### src/rtl/lsu_unit.sv
// Load/store unit: runs one request/grant/response transaction on a word-addressed
// data bus per pipeline request, returning an extended load result or an error flag.
module lsu_unit #(
    parameter int unsigned TIMEOUT_CYCLES = 16
) (
    input  logic        clk_i,
    input  logic        rst_i,
    input  logic        req_i,
    input  logic        mem_wren_i,
    input  logic [2:0]  loadsave_op_i,
    input  logic [31:0] addr_i,
    input  logic [31:0] st_data_i,
    output logic [31:0] ld_data_o,
    output logic        done_o,
    output logic        err_o,
    output logic        busy_o,
    output logic        mem_req_o,
    output logic        mem_we_o,
    output logic [31:0] mem_addr_o,
    output logic [31:0] mem_wdata_o,
    output logic [3:0]  mem_be_o,
    input  logic        mem_gnt_i,
    input  logic        mem_rvalid_i,
    input  logic [31:0] mem_rdata_i
);

    typedef enum logic [1:0] {IDLE, REQ, WAIT, DONE} state_e;

    localparam int          CW       = (TIMEOUT_CYCLES > 1) ? $clog2(TIMEOUT_CYCLES) : 1;
    localparam int unsigned LAST_INT = (TIMEOUT_CYCLES == 0) ? 0 : TIMEOUT_CYCLES - 1;
    localparam logic [CW-1:0] LAST   = LAST_INT[CW-1:0];

    state_e        state_q;
    logic [2:0]    op_q;
    logic [1:0]    lane_q;
    logic          we_q;
    logic          err_q;
    logic [31:0]   ld_data_q;
    logic          mem_req_q;
    logic          mem_we_q;
    logic [31:0]   mem_addr_q;
    logic [31:0]   mem_wdata_q;
    logic [3:0]    mem_be_q;
    logic [CW-1:0] cnt_q;

    logic [3:0]    be_d;
    logic [31:0]   wdata_d;
    logic          misaligned_d;
    logic          illegal_d;
    logic          timeout_hit;
    logic [31:0]   ld_ext;

    // Decode of the incoming request; only consumed when accepted in IDLE.
    always_comb begin
        // NOTE: every always_comb output gets a default first so no latch is inferred.
        be_d         = 4'b1111;
        wdata_d      = st_data_i;
        misaligned_d = 1'b0;
        illegal_d    = (loadsave_op_i == 3'b011) || (loadsave_op_i[2:1] == 2'b11);
        case (loadsave_op_i[1:0])
            2'b00: begin
                be_d    = 4'b0001 << addr_i[1:0];
                wdata_d = {4{st_data_i[7:0]}};
            end
            2'b01: begin
                be_d         = 4'b0011 << addr_i[1:0];
                wdata_d      = {2{st_data_i[15:0]}};
                misaligned_d = addr_i[0];
            end
            default: begin
                misaligned_d = (addr_i[1:0] != 2'b00);
            end
        endcase
    end

    function automatic logic [31:0] load_ext(input logic [2:0]  op,
                                             input logic [1:0]  lane,
                                             input logic [31:0] rdata);
        logic [31:0] sh;
        sh = rdata >> {lane, 3'b000};
        case (op)
            3'b000:  return {{24{sh[7]}}, sh[7:0]};
            3'b100:  return {24'd0, sh[7:0]};
            3'b001:  return {{16{sh[15]}}, sh[15:0]};
            3'b101:  return {16'd0, sh[15:0]};
            default: return rdata;
        endcase
    endfunction

    assign ld_ext      = load_ext(op_q, lane_q, mem_rdata_i);
    assign timeout_hit = (TIMEOUT_CYCLES != 0) && (cnt_q == LAST);

    always_ff @(posedge clk_i) begin
        if (rst_i) begin
            state_q     <= IDLE;
            op_q        <= 3'b000;
            lane_q      <= 2'b00;
            we_q        <= 1'b0;
            err_q       <= 1'b0;
            ld_data_q   <= 32'd0;
            mem_req_q   <= 1'b0;
            mem_we_q    <= 1'b0;
            mem_addr_q  <= 32'd0;
            mem_wdata_q <= 32'd0;
            mem_be_q    <= 4'b0000;
            cnt_q       <= '0;
        end else begin
            // NOTE: state registers use non-blocking assignments so every branch sees pre-edge values.
            case (state_q)
                IDLE: begin
                    if (req_i) begin
                        op_q   <= loadsave_op_i;
                        lane_q <= addr_i[1:0];
                        we_q   <= mem_wren_i;
                        cnt_q  <= '0;
                        if (illegal_d || misaligned_d) begin
                            err_q     <= 1'b1;
                            ld_data_q <= 32'd0;
                            state_q   <= DONE;
                        end else begin
                            err_q       <= 1'b0;
                            mem_req_q   <= 1'b1;
                            mem_we_q    <= mem_wren_i;
                            mem_addr_q  <= {addr_i[31:2], 2'b00};
                            mem_wdata_q <= wdata_d;
                            mem_be_q    <= be_d;
                            state_q     <= REQ;
                        end
                    end
                end
                REQ: begin
                    if (mem_gnt_i) begin
                        mem_req_q <= 1'b0;
                        mem_we_q  <= 1'b0;
                        if (we_q) begin
                            ld_data_q <= 32'd0;
                            state_q   <= DONE;
                        end else if (mem_rvalid_i) begin
                            ld_data_q <= ld_ext;
                            state_q   <= DONE;
                        end else begin
                            cnt_q   <= '0;
                            state_q <= WAIT;
                        end
                    end else if (timeout_hit) begin
                        mem_req_q <= 1'b0;
                        mem_we_q  <= 1'b0;
                        err_q     <= 1'b1;
                        ld_data_q <= 32'd0;
                        state_q   <= DONE;
                    end else begin
                        cnt_q <= cnt_q + CW'(1);
                    end
                end
                WAIT: begin
                    if (mem_rvalid_i) begin
                        ld_data_q <= ld_ext;
                        state_q   <= DONE;
                    end else if (timeout_hit) begin
                        err_q     <= 1'b1;
                        ld_data_q <= 32'd0;
                        state_q   <= DONE;
                    end else begin
                        cnt_q <= cnt_q + CW'(1);
                    end
                end
                default: begin
                    err_q     <= 1'b0;
                    ld_data_q <= 32'd0;
                    state_q   <= IDLE;
                end
            endcase
        end
    end

    assign ld_data_o   = ld_data_q;
    assign done_o      = (state_q == DONE);
    assign err_o       = err_q;
    assign busy_o      = (state_q != IDLE);
    assign mem_req_o   = mem_req_q;
    assign mem_we_o    = mem_we_q;
    assign mem_addr_o  = mem_addr_q;
    assign mem_wdata_o = mem_wdata_q;
    assign mem_be_o    = mem_be_q;

endmodule

### config.mk
export PLATFORM = sky130hd
export DESIGN_NAME = lsu_unit
export DESIGN_NICKNAME = d
export VERILOG_FILES = /design/src/rtl/lsu_unit.sv
export SDC_FILE = /design/constraint.sdc
export NUM_CORES = 1
export LEC_CHECK = 0
export BUFFER_PORTS_ARGS = -buffer_cell sky130_fd_sc_hd__buf_2
export CAP_MARGIN = 20
export CORE_MARGIN = 1.5
export CORE_UTILIZATION = 37
export CTS_CLUSTER_DIAMETER = 60
export DETAILED_ROUTE_END_ITERATION = 10
export SETUP_SLACK_MARGIN = 0.05
export SYNTH_ARGS = -nofsm -noshare
export SYNTH_HDL_FRONTEND = slang
export SYNTH_SLANG_ARGS = --single-unit
### constraint.sdc
create_clock -name clk_i -period 5.15 [get_ports clk_i]
set_clock_uncertainty 0.2 [all_clocks]
set_input_delay 1.03 -clock clk_i [delete_from_list [all_inputs] [get_ports clk_i]]
set_output_delay 1.03 -clock clk_i [all_outputs]
set_load 0.1 [all_outputs]
==> reports/metrics.yaml <==
hold_depth: 2
relSlewSlack: 0.324
crit_chain: "inv_1, ha_1, inv_1, buf_2"
io_pins: 210
ir_drop_v: 0.000280
cp_data_required_time_ns: 3.92
nFillCells: 1473
maxUsedRoutingLayer: "met4"
critical_path.top_delay_family: "buffers and inverters"
antenna_found_initial: 1
grt_pass1_wl_mm: 27.2
postCtsSetupRepairBufs: 0
root_buffer: "clkbuf_16"
yosys_most_used_dff: "dfxtp_1"
synth-edff-count: 0
fin_crit_ns: 3.16
hold_buffers: 0
cts.htree.levels: 4
grt_pass1_vias: 5194
wl_per_cell_microns: 15.8
detailed_place.area_sq_mm: 0.00658
slew_violations: 0
synthArstFlopShare: 0
synth.avg_cell_area_sq_um: 8.08
yosysWarnings: 0
max_freq_mhz: 316
synth_cell_types: 53
worst-path-max-fanout: 13
worst_hold_slack_ns: 0.250
design_area_sq_mm: 0.00716
path_clk_slew_ns: 0.05
io_buffers: 207
wl_met2_mm: 7.38
final_cell_mix: "207 x buf_2, 128 x nand2_1, 113 x dfxtp_1"
dieWidth_microns: 125
num_vias: 5567
firstDrtPassIters: 7
drt_iter0_drc: 426
ys_seq_area_frac: 0.412
wl_met1_mm: 7.56
met3_length_mm: 1.40
clockBufferDepth: 2
slowest_delay_ns: 0.46
globalplace.congestion: 0.797
die_area_sq_mm: 0.0156
cts_buffers: 17
via_per_inst: 5.26
fin_util: 0.492
setup.worst_path.class: "register to primary output"
drc: 0
grt_max_degree: 87
endpoint_kind: "primary output"
die_h_microns: 125
fin_crit_sh: 0.614
syn_inst: 680
status: "completed"
grt_setup_unrepaired: "false"
cts.sinks: 113
netlist_area_sq_mm: 0.00549
clk_latency_ns: 0.41
grt.overflow.total: 0
cp.arrival_ns: 1.93
cap_violations: 0
worst-path-buf-inv: 3
wl_mm: 16.8
slowest_stage: "buf_2"
area_growth_pct: 30.3
nets: 971
worstSetupPathDepth: 4
fp.coreArea_sq_mm: 0.0145
leakage_nw: 3.03
crit_top_cell: "inv_1"
r2r_cells: 4
tritoncts: "yes"
final_common_cell: "buf_2"
final-hold-violation-count: 0
initial_core_util: 0.378
postCtsResizedCells: 0
place.detailed.hpwl_mm: 11.7
hold_class: "register to register"
setup_viol: 0
synth_seq_cells: 113
start_kind: "register"
tns_ns: 0
drive_gt1_frac: 0.292
rows: 44
tightest_slew_ns: 1.01
powerDensity_mw_per_mm2: 533
grt_util_all_layers: 0.215
ant_nets: 0
[kinds of logic after synthesis]
| kind of cell | after synthesis | synth area share |
|---|---|---|
| adder cells (fa/ha/maj) | 6 | 0.0137 |
| flip-flops | 113 | 0.412 |
| AO/OA/AOI/OAI | 217 | 0.271 |
| AND/OR/NAND/NOR | 231 | 0.187 |
| other | 1 | 0.000683 |
| multiplexers | 26 | 0.0499 |
| buffers and inverters | 86 | 0.0667 |
[per-stage QoR]
step	setup slack [ns]	cells	power, mW
after floorplan	2.48	681	2.39
after global placement	1.82	1025	2.70
after detailed placement	1.78	1025	2.70
after CTS	1.96	1057	3.84
after global routing	1.87	1057	4.01
final	1.99	1058	3.81
[Yosys cell counts, types with 2 or more instances]
cell type | instances | area (sq um)
buf_2 | 16 | 80.1
o21ai_0 | 24 | 120
buf_1 | 3 | 11.3
a311oi_1 | 8 | 70.1
a32o_1 | 7 | 70.1
nand2b_1 | 22 | 138
a211oi_1 | 14 | 105
o211a_1 | 2 | 20.0
and3b_1 | 2 | 17.5
o31ai_1 | 8 | 60.1
o32ai_1 | 24 | 210
a211o_1 | 3 | 26.3
a222oi_1 | 16 | 160
a21o_1 | 3 | 22.5
nor2b_1 | 10 | 62.6
buf_4 | 2 | 15.0
clkbuf_1 | 31 | 116
and2_1 | 3 | 18.8
or3_1 | 2 | 12.5
nand3_1 | 12 | 60.1
buf_6 | 2 | 22.5
a21oi_1 | 93 | 465
and4_1 | 2 | 17.5
dfxtp_1 | 113 | 2260
mux2i_1 | 24 | 240
nor2_1 | 42 | 158
ha_1 | 6 | 75.1
inv_1 | 31 | 116
nand2_1 | 128 | 480
o211ai_1 | 2 | 15.0
nand4_1 | 3 | 18.8
[worst register-to-register path, delay by kind of cell (launching register included)]
kind,cells,cell delay (ns)
AOI/OAI and AO/OA,3,0.99
DFF,1,0.98
muxes,1,0.47
[per-layer routing]
layer,global-route usage,vias to the layer above
met5,0,-
met4,0.0916,0
met3,0.0722,32
met2,0.328,217
met1,0.279,2518
li1,-,2800
[final cells by class]
cell class	count	area (sq um)	share of cell area
Multi-Input combinational cell	482	2880	0.402
Sequential cell	113	2260	0.316
Timing Repair Buffer	215	1100	0.153
Clock buffer	18	439	0.0614
Tap cell	184	230	0.0322
Clock inverter	14	131	0.0184
Inverter	31	116	0.0163
Antenna cell	1	2.50	0.000350
[power by group]
part	switching [mW]	internal, mW	total (mW)
clock network	0.444	0.680	1.12
registers	0.0785	0.976	1.05
logic	1.25	0.383	1.64
[sequential cells by signal (all words and copies together), names as in the netlist, 2 cells and up]
name / cells
lane_q: 2
op_q: 3
ld_data_o: 32
mem_addr_o: 30
mem_wdata_o: 32
mem_be_o: 4
cnt_q: 4
state_q: 2
[worst paths after layout]
| check | startpoint | end | slack (ns) |
|---|---|---|---|
| hold / removal | mem_wdata_o[30]$_SDFFE_PP0P_ | mem_wdata_o[30]$_SDFFE_PP0P_ | 0.25 |
| setup / recovery | state_q[0]$_SDFFE_PP0N_ | busy_o | 1.99 |
| hold reg to reg | mem_wdata_o[30]$_SDFFE_PP0P_ | mem_wdata_o[30]$_SDFFE_PP0P_ | 0.25 |
| setup reg to reg | lane_q[0]$_SDFFE_PP0P_ | ld_data_o[17]$_SDFFE_PP0P_ | 2.36 |
(Power assumes the default switching activity.)
